===== src/rtl/fifo_axis_pkg.sv =====
// Shared types for the AXIS transmitter: output-buffer depth, pointer/count types
// and the modulo-3 pointer step.
package fifo_axis_pkg;

    localparam int BUF_DEPTH = 3;

    typedef logic [1:0] buf_ptr_t;
    typedef logic [1:0] buf_cnt_t;

    // The buffer is 3 deep, so 2-bit pointers must wrap 2 -> 0 explicitly.
    function automatic buf_ptr_t ptr_next(input buf_ptr_t p);
        return (p == buf_ptr_t'(BUF_DEPTH - 1)) ? '0 : p + buf_ptr_t'(1);
    endfunction

endpackage


===== src/rtl/fifo_axis_tx_if.sv =====
// AXI-Stream channel between the transmitter and its downstream consumer.
interface fifo_axis_tx_if #(
    parameter int DATA_WIDTH = 32
);
    logic [DATA_WIDTH-1:0] tdata;
    logic                  tvalid;
    logic                  tlast;
    logic                  tready;

    modport master (output tdata, output tvalid, output tlast, input tready);
    modport slave  (input tdata, input tvalid, input tlast, output tready);
endinterface


===== src/rtl/fifo_axis_tx_out_buf.sv =====
// 3-entry circular output buffer; head entry drives the stream, occupancy gates reads.
module axis_out_buf
    import fifo_axis_pkg::*;
#(
    parameter int DATA_WIDTH = 32
) (
    input  logic                  clk,
    input  logic                  rst,
    input  logic                  i_push,
    input  logic [DATA_WIDTH-1:0] i_push_data,
    input  logic                  i_pop,
    output logic [DATA_WIDTH-1:0] o_head_data,
    output buf_cnt_t              o_occ
);

    logic [DATA_WIDTH-1:0] r_mem [BUF_DEPTH];
    buf_ptr_t              r_head;
    buf_ptr_t              r_tail;
    buf_cnt_t              r_occ;

    always_ff @(posedge clk or posedge rst) begin
        if (rst) begin
            for (int i = 0; i < BUF_DEPTH; i++) begin
                r_mem[i] <= '0;
            end
            r_head <= '0;
            r_tail <= '0;
            r_occ  <= '0;
        end else begin
            if (i_push) begin
                r_mem[r_tail] <= i_push_data;
                r_tail        <= ptr_next(r_tail);
            end
            if (i_pop) begin
                r_head <= ptr_next(r_head);
            end
            // Simultaneous push and pop leaves the count unchanged.
            case ({i_push, i_pop})
                2'b10:   r_occ <= r_occ + buf_cnt_t'(1);
                2'b01:   r_occ <= r_occ - buf_cnt_t'(1);
                default: r_occ <= r_occ;
            endcase
        end
    end

    assign o_head_data = r_mem[r_head];
    assign o_occ       = r_occ;

endmodule


===== src/rtl/fifo_axis_tx.sv =====
// AXIS transmitter on the FIFO read side: issues FIFO pops from registered state,
// buffers words, and emits them as an AXI-Stream with tlast every PKT_LEN beats.
module fifo_axis_tx
    import fifo_axis_pkg::*;
#(
    parameter int DATA_WIDTH = 32,
    parameter int PKT_LEN    = 16
) (
    input  logic                  clk,
    input  logic                  rst,
    input  logic                  en,
    input  logic                  fifo_empty,
    input  logic [DATA_WIDTH-1:0] fifo_rd_data,
    output logic                  fifo_rd_en,
    fifo_axis_tx_if.master        m_axis
);

    localparam int                CNT_W     = (PKT_LEN > 1) ? $clog2(PKT_LEN) : 1;
    localparam logic [CNT_W-1:0]  LAST_BEAT = CNT_W'(PKT_LEN - 1);

    logic                  r_inflight;
    logic [CNT_W-1:0]      r_beat_cnt;
    buf_cnt_t              w_occ;
    logic [DATA_WIDTH-1:0] w_head;
    logic                  w_room;
    logic                  w_tvalid;
    logic                  w_pop;
    logic                  w_last_beat;

    // Room counts the word already in flight so a capture never hits a full buffer;
    // tready is deliberately kept out of this path.
    assign w_room     = ({1'b0, w_occ} + {2'b00, r_inflight}) < 3'(BUF_DEPTH);
    assign fifo_rd_en = en & ~fifo_empty & ~rst & w_room;

    assign w_tvalid    = (w_occ != '0);
    assign w_pop       = w_tvalid & m_axis.tready;
    assign w_last_beat = (r_beat_cnt == LAST_BEAT);

    always_ff @(posedge clk or posedge rst) begin
        if (rst) begin
            r_inflight <= 1'b0;
            r_beat_cnt <= '0;
        end else begin
            r_inflight <= fifo_rd_en;
            if (w_pop) begin
                r_beat_cnt <= w_last_beat ? '0 : r_beat_cnt + CNT_W'(1);
            end
        end
    end

    axis_out_buf #(
        .DATA_WIDTH (DATA_WIDTH)
    ) u_buf (
        .clk         (clk),
        .rst         (rst),
        .i_push      (r_inflight),
        .i_push_data (fifo_rd_data),
        .i_pop       (w_pop),
        .o_head_data (w_head),
        .o_occ       (w_occ)
    );

    assign m_axis.tdata  = w_head;
    assign m_axis.tvalid = w_tvalid;
    assign m_axis.tlast  = w_tvalid & w_last_beat;

endmodule


===== src/flat_wrapper.sv =====
// flat-port wrapper written by rule: the top's interface ports become plain ports
module fifo_axis_tx_flat import fifo_axis_pkg::*;
#(
    parameter int DATA_WIDTH = 32,
    parameter int PKT_LEN    = 16
)
  (clk, rst, en, fifo_empty, fifo_rd_data, fifo_rd_en, m_axis_tdata, m_axis_tvalid, m_axis_tlast, m_axis_tready);
  fifo_axis_tx_if #(.DATA_WIDTH(DATA_WIDTH)) m_axis_i ();
  input  logic clk;
  input  logic rst;
  input  logic en;
  input  logic fifo_empty;
  input  logic [DATA_WIDTH-1:0] fifo_rd_data;
  output logic fifo_rd_en;
  output wire logic [$bits(m_axis_i.tdata)-1:0] m_axis_tdata;
  output wire logic [$bits(m_axis_i.tvalid)-1:0] m_axis_tvalid;
  output wire logic [$bits(m_axis_i.tlast)-1:0] m_axis_tlast;
  input wire logic [$bits(m_axis_i.tready)-1:0] m_axis_tready;
  assign m_axis_tdata = m_axis_i.tdata;
  assign m_axis_tvalid = m_axis_i.tvalid;
  assign m_axis_tlast = m_axis_i.tlast;
  assign m_axis_i.tready = m_axis_tready;
  fifo_axis_tx #(.DATA_WIDTH(DATA_WIDTH), .PKT_LEN(PKT_LEN)) u_core (.clk(clk), .rst(rst), .en(en), .fifo_empty(fifo_empty), .fifo_rd_data(fifo_rd_data), .fifo_rd_en(fifo_rd_en), .m_axis(m_axis_i));
endmodule

===== config.mk =====
export PLATFORM = sky130hd
export DESIGN_NAME = fifo_axis_tx_flat
export DESIGN_NICKNAME = d
export VERILOG_FILES = /design/src/rtl/fifo_axis_pkg.sv /design/src/rtl/fifo_axis_tx_if.sv /design/src/rtl/fifo_axis_tx_out_buf.sv /design/src/rtl/fifo_axis_tx.sv /design/src/flat_wrapper.sv
export SDC_FILE = /design/constraint.sdc
export NUM_CORES = 1
export LEC_CHECK = 0
export CAP_MARGIN = 15
export CORE_MARGIN = 4
export CORE_UTILIZATION = 49
export DETAILED_ROUTE_END_ITERATION = 7
export PLACE_DENSITY = 0.73
export RECOVER_POWER = 50
export SYNTH_ARGS = -nofsm -noshare
export SYNTH_HDL_FRONTEND = slang
export SYNTH_SLANG_ARGS = --single-unit

===== constraint.sdc =====
create_clock -name clk -period 3.8 [get_ports clk]
set_input_delay 0.57 -clock clk [delete_from_list [all_inputs] [get_ports clk]]
set_output_delay 0.57 -clock clk [all_outputs]
set_load 0.02 [all_outputs]

==> impl_metrics.csv, run 1 <==
group,metric,value,unit
cells_and_area,layoutNonFillerInstCount,570,
synth,seq_area_frac_synth,55.2,%
timing,finalSetupTns,0,ns
critical_path,cp_data_arrival_time,2.60,ns
placement,port_buffers,71,
routing,drt-vias-per-instance,5.30,
synth,synth_compound_area_share,4.85,%
clock_network,cts_resized,0,
die,initial_core_util,49.9,%
cells_and_area,num-fill-cells,784,
cells_and_area,utilization,60.6,%
power_and_ir_drop,peakVddDrop,0.552,mV
die,io_pins,72,
status,violations,"max-capacitance violations, max-slew violations",
critical_path,end_kind,"primary output",
clock_network,clk_path_buf_depth,2,
clock_network,cts_setup_buffers,0,
synth,yosysWarnings,0,
synth,yosys.area_share.simple,4.28,%
timing,setup_viol,0,
timing,holdWs,0.509,ns
clock_network,cts_sinks,107,
timing,finalHoldViolations,0,
routing,first_pass_iters,4,
timing,fmax,315,MHz
synth,netlist_instances,361,
global_routing,gr-total-overflow,0,
timing,fin_ws,0.626,ns
routing,vias,3023,
die,core,9730,µm²
die,die_area,11600,µm²
synth,mappedNetlistArea,4850,µm²
critical_path,path_common_cell,"ha_1",
routing,wl_per_cell,17.2,µm
power_and_ir_drop,leakagePower,2.54,nW
placement,dp_slack,0.766,ns
timing,finClkSkew,0.00640,ns
clock_network,clk-insertion-delay-late,0.37,ns
clock_network,htreeDepth,3,
critical_path,cp_slowest_cell,"clkdlybuf4s50_1",
placement,postPlaceCellArea,5710,µm²
timing,min_period,3.17,ns
global_routing,grt_max_degree,89,
clock_network,cts_buffers,9,
cells_and_area,regArea,2680,µm²
critical_path,critPathKind,"reg2out",
clock_network,cts_root_buf,"clkbuf_8",
die,die_w,108,µm
power_and_ir_drop,total_power,5.21,mW
timing,min_period_over_period,83.5,%
placement,hpwl,6320,µm
critical_path,path_cells,"ha_1 -> ha_1 -> or4b_2 -> a21oi_1 -> clkdlybuf4s50_1",
synth,synth_top_family_by_area,"multiplexers",
clock_network,clk_pin_slew,0.10,ns
synth,synth_fa_ha_area_share,1.03,%
min_path,hold_class,"reg2reg",
timing,drv_slew,57,
synth,syn-num-nets,402,
global_routing,grt_pass1_vias,3361,
cells_and_area,syn_to_final_growth,21.4,%
die,fp-row-count,36,
die,die_h,108,µm
timing,rsz0062_at_grt,"false",
routing,drtIter0Drc,67,
clock_network,hold_buffers,0,
global_routing,grt_pass1_wl,16600,µm
cells_and_area,multiInputGateArea,2010,µm²
critical_path,path_max_fanout,6,
cells_and_area,diodes,0,
synth,synth_mux_area_share,31.2,%
critical_path,worst_setup_path_start_kind,"flip-flop",
cells_and_area,drive_above_1_share,27.5,%
global_routing,antenna_found_initial,0,
critical_path,crit_path_max_incr_delay,0.63,ns
synth,synth_cell_types,28,
placement,gp_congestion,0.713,
routing,drt-total-wl,9810,µm
cells_and_area,fin_nets,473,
status,status,"finished with violations",
cells_and_area,final_area,5890,µm²
synth,syn_avg_cell_area,13.4,µm²
routing,antenna_left,0,
power_and_ir_drop,powerDensity,884,nW/µm²
timing,worst_pin_slew,2.43,ns
critical_path,worstPathRequired,3.23,ns
timing,maxSlewHeadroom,-63.0,%
synth,synth_xor_area_share,0.722,%
clock_network,cts_tree,"built",
synth,synth_seq_cells,107,
flow_run,drv_cap,2,
routing,drc,0,
placement,post-place-cells,553,
global_routing,track_usage,18.3,%
==> cells in the mapped netlist <==
cell | instances | share of area, %
mux2i_1 | 32 | 6.6
mux2_4 | 30 | 9.3
inv_2 | 1 | 0.077
o31ai_1 | 1 | 0.15
or4b_2 | 1 | 0.21
mux2_2 | 66 | 15
xnor2_1 | 3 | 0.54
a311oi_1 | 1 | 0.18
inv_1 | 4 | 0.31
nand2_1 | 39 | 3.0
or2_2 | 1 | 0.13
ha_1 | 4 | 1.0
nor2_1 | 1 | 0.077
or3_1 | 1 | 0.13
nor2b_1 | 1 | 0.13
xor2_1 | 1 | 0.18
a21oi_1 | 2 | 0.21
nand3_1 | 2 | 0.21
o21ai_0 | 36 | 3.7
clkbuf_1 | 7 | 0.54
nor3_2 | 1 | 0.21
buf_6 | 3 | 0.70
dfrtp_1 | 107 | 55
a21o_1 | 2 | 0.31
o211ai_1 | 1 | 0.15
buf_2 | 11 | 1.1
o22ai_1 | 1 | 0.13
and4_1 | 1 | 0.18
==> metal layers <==
| metal | vias to the layer above | share of wire [%] | GRT usage (%) | wire [µm] |
|---|---|---|---|---|
| met5 | - | 0 | 0 | 0 |
| met4 | 0 | 0.93 | 4.60 | 91 |
| met3 | 9 | 4.6 | 4.26 | 447 |
| met2 | 65 | 50 | 30.5 | 4950 |
| met1 | 1543 | 44 | 24.2 | 4330 |
| li1 | 1406 | - | - | - |
==> placed cells by master, fill, tap and decap left out, types with 2 or more instances in the layout <==
cell type	instances
mux2i_1	32
mux2_4	22
dlygate4sd3_1	2
nand2_1	39
a21o_1	2
ha_1	4
a21oi_1	2
xnor2_1	3
dfrtp_1	106
o21ai_0	36
buf_4	7
mux2_2	66
clkbuf_8	13
mux2_1	8
clkdlybuf4s50_1	69
inv_1	3
==> kinds of logic after synthesis <==
family | after synthesis
xor gates and xnor gates | 4
AOI/OAI and AO/OA | 44
DFF | 107
adders and majority gates | 4
buffers and inverters | 26
and+or+nand+nor | 48
muxes | 128
==> flip-flops by register name, indices dropped and copies added, names as in the netlist <==
register             cells
u_core.u_buf.r_tail      2
u_core.r_beat_cnt        4
u_core.u_buf.r_mem      96
u_core.u_buf.o_occ       2
u_core.r_inflight        1
u_core.u_buf.r_head      2
==> critical path, delay by kind of cell (launching register included) <==
kind / cells / cell delay, ns
AND/OR/NAND/NOR: 1 / 0.60
buffers and inverters: 1 / 0.63
adder cells (fa/ha/maj): 2 / 0.39
flip-flops: 1 / 0.45
AO/OA/AOI/OAI: 1 / 0.17
==> layout make-up <==
class,instances,share of cell area (%)
multi-input combinational,228,34.2
timing repair buffer,81,13.4
clock buffer,13,3.04
sequential,107,45.4
clock inverter,3,0.743
inverter,5,0.340
tap,133,2.82
==> where the power goes <==
part | switching, mW | internal, mW | total, mW
logic | 1.07 | 1.30 | 2.37
registers | 0.380 | 1.71 | 2.09
clock network | 0.377 | 0.377 | 0.754
==> worst paths after layout <==
path / cells after the start / end / startpoint / slack, ns
max reg2reg: 4 / u_core.u_buf.r_mem[64]$_DFFE_PP0P_ / u_core.r_inflight$_DFF_PP0_ / 0.74
min: 1 / u_core.u_buf.r_mem[11]$_DFFE_PP0P_ / u_core.u_buf.r_mem[11]$_DFFE_PP0P_ / 0.51
max in group asynchronous: 4 / u_core.u_buf.r_mem[28]$_DFFE_PP0P_ / rst / 0.79
max: 5 / fifo_rd_en / u_core.u_buf.o_occ[0]$_DFFE_PP0P_ / 0.63
min reg2reg: 1 / u_core.u_buf.r_mem[11]$_DFFE_PP0P_ / u_core.u_buf.r_mem[11]$_DFFE_PP0P_ / 0.51
min in group asynchronous: 2 / u_core.u_buf.r_mem[14]$_DFFE_PP0P_ / rst / 1.09
Note: power is estimated with default switching activity, not from simulation.
==> run 2: changes to the inputs <==
PLACE_DENSITY = 0.76   (was 0.73)
clock period = 2.8 ns   (was 3.8 ns; I/O delays follow)
==> run 2 against run 1 <==
The run now ends clean. Non-clock buffer count did not move. Die area unchanged. Final cell count unchanged. Worst setup slack lost 0.49 ns. Sequential power rose by 33%. First-iteration DRC count grew to 2.6 times the previous value. Clock skew about the same. Clock power rose by 35%. Count of clock-buffer cells in the layout shrank 2. Flip-flop and latch count did not move. Final area increased by 0.25%. Largest cell class unchanged.
==> impl_metrics.csv, run 2 (synthesis gave the netlist of run 1 again) <==
group,metric,value,unit
timing,setup_viol,0,
status,status,"completed",
cells_and_area,reg_top3,"u_core.u_buf.r_mem x96, u_core.r_beat_cnt x4",
critical_path,cp_num_buf_inv,2,
power_and_ir_drop,peakVddDrop,0.688,mV
clock_network,hold_buffers,0,
cells_and_area,diodes,0,
timing,finClkSkew,0.00605,ns
critical_path,cp_data_arrival_time,2.24,ns
cells_and_area,final_common_cell,"dfrtp_1",
cells_and_area,num-fill-cells,795,
clock_network,clk_pin_slew,0.10,ns
timing,drv_slew,0,
critical_path,r2r_cells,4,
critical_path,crit_path_max_incr_delay,0.64,ns
routing,drc,0,
placement,gp_congestion,0.723,
routing,drt-vias-per-instance,5.24,
routing,wl_per_cell,17.1,µm
cells_and_area,largest_reg_flops,96,
placement,port_buffers,71,
global_routing,grt_pass1_wl,16300,µm
min_path,worstHoldEndpoint,"u_core.u_buf.r_mem[16]$_DFFE_PP0P_",
global_routing,gr-total-overflow,0,
cells_and_area,fin_nets,473,
min_path,hold_class,"reg2reg",
timing,worst_pin_slew,1.44,ns
clock_network,clk-insertion-delay-late,0.37,ns
global_routing,grt_max_degree,108,
critical_path,worst_setup_path_start_kind,"flip-flop",
timing,maxSlewHeadroom,4.01,%
timing,min_period_over_period,95.1,%
critical_path,end_kind,"primary output",
min_path,min_from,"u_core.u_buf.r_mem[16]$_DFFE_PP0P_",
power_and_ir_drop,leakagePower,2.57,nW
placement,hpwl,6040,µm
routing,drt-total-wl,9750,µm
die,initial_core_util,49.9,%
routing,drtIter0Drc,177,
min_path,whs_path_depth,1,
critical_path,path_cells,"nor2b_2 -> buf_4 -> nand2_1 -> o21ai_0 -> clkdlybuf4s50_1",
clock_network,cts_sinks,107,
critical_path,path_max_fanout,18,
critical_path,r2r_setup_slack,0.80,ns
global_routing,antenna_found_initial,0,
clock_network,cts_root_buf,"clkbuf_8",
placement,post-place-cells,554,
power_and_ir_drop,total_power,7.11,mW
die,die_area,11600,µm²
cells_and_area,syn_to_final_growth,21.8,%
global_routing,grt_pass1_vias,3260,
critical_path,r2r_start,"u_core.r_inflight$_DFF_PP0_",
critical_path,cp_slowest_cell,"clkdlybuf4s50_1",
timing,fmax,376,MHz
routing,first_pass_iters,5,
die,io_pins,72,
die,core,9730,µm²
die,fp-row-count,36,
critical_path,worstPathRequired,2.38,ns
die,die_h,108,µm
clock_network,cts_setup_buffers,0,
cells_and_area,final_cell_mix,"106 x dfrtp_1, 67 x clkdlybuf4s50_1, 66 x mux2_2",
timing,fin_ws,0.138,ns
critical_path,cp_top_family,"buffers and inverters",
critical_path,rr_endpoint,"u_core.u_buf.r_mem[94]$_DFFE_PP0P_",
power_and_ir_drop,powerDensity,1200,nW/µm²
global_routing,track_usage,18.1,%
clock_network,clk_path_buf_depth,2,
routing,antenna_left,0,
critical_path,critPathKind,"reg2out",
flow_run,drv_cap,0,
placement,dp_slack,0.0410,ns
clock_network,cts_tree,"built",
cells_and_area,layoutNonFillerInstCount,570,
clock_network,cts_buffers,9,
routing,vias,2989,
cells_and_area,drive_above_1_share,28.1,%
timing,finalHoldViolations,0,
cells_and_area,regMostFlops,"u_core.u_buf.r_mem",
timing,min_period,2.66,ns
die,die_w,108,µm
clock_network,htreeDepth,3,
## run 2: cell types whose count changed in the layout (fill, tap and decap cells not counted), moves of 2 or more
| cell | change |
|---|---|
| clkbuf_1 | +2 |
| clkbuf_8 | -4 |
| clkdlybuf4s50_1 | -2 |
| clkinvlp_4 | +2 |
| dlymetal6s2s_1 | +2 |
| mux2_1 | -3 |
| mux2_4 | +3 |
## run 2: power by group
group / total [mW] / switching, mW / internal, mW / leakage (nW)
Combinational: 3.31 / 1.51 / 1.79 / 1.20
Sequential: 2.79 / 0.467 / 2.32 / 1.27
Clock: 1.02 / 0.515 / 0.502 / 0.103
## run 2: repair_timing
action                                  CTS  global route
pin swaps                                 0             0
endpoints found under the setup margin    1             5
gates resized for setup                   1             5
## run 2: how the worst max path moves through the flow
stage	startpoint	to	slack [ns]	cells after the start
2_1_floorplan	u_core.u_buf.o_occ[0]$_DFFE_PP0P_	fifo_rd_en	0.61	4
6_report	u_core.u_buf.r_head[1]$_DFFE_PP0P_	m_axis_tdata[7]	0.14	5
4_1_cts	u_core.r_inflight$_DFF_PP0_	fifo_rd_en	0.03	5
5_1_grt	u_core.u_buf.r_head[1]$_DFFE_PP0P_	m_axis_tdata[30]	-0.004	5
3_3_place_gp	rst	fifo_rd_en	0.07	4
3_5_place_dp	rst	fifo_rd_en	0.04	4
## run 2: layout make-up
type / instances / area, µm² / share of cell area (%)
sequential: 107 / 2680 / 45.4
multi-input combinational: 228 / 2040 / 34.5
timing repair buffer: 81 / 792 / 13.4
tap: 133 / 166 / 2.82
clock buffer: 11 / 131 / 2.22
clock inverter: 5 / 77.6 / 1.31
inverter: 5 / 22.5 / 0.381
## run 2: metrics by stage
stage	utilization [%]	instance area [µm²]	setup TNS, ns	hold WS [ns]
6_report	60.7	5910	0	0.509
3_3_place_gp	59.0	5740	0	0.486
2_1_floorplan	-	4860	0	0.461
5_1_grt	60.7	5910	-0.00436	0.524
3_5_place_dp	59.0	5740	0	0.492
4_1_cts	61.1	5940	0	0.516
## run 2: routing by layer
layer	up-vias	wire length, µm	track usage (%)
met2	73	4700	29.1
li1	1402	-	-
met1	1500	4470	24.0
met5	-	0	0
met3	14	447	4.92
met4	0	129	5.50
==> run 3: changes to the inputs <==
SLEW_MARGIN = 20   (was unset)
==> results of run 3 <==
The final DEF is identical to that of run 2; final timing and power are the same.
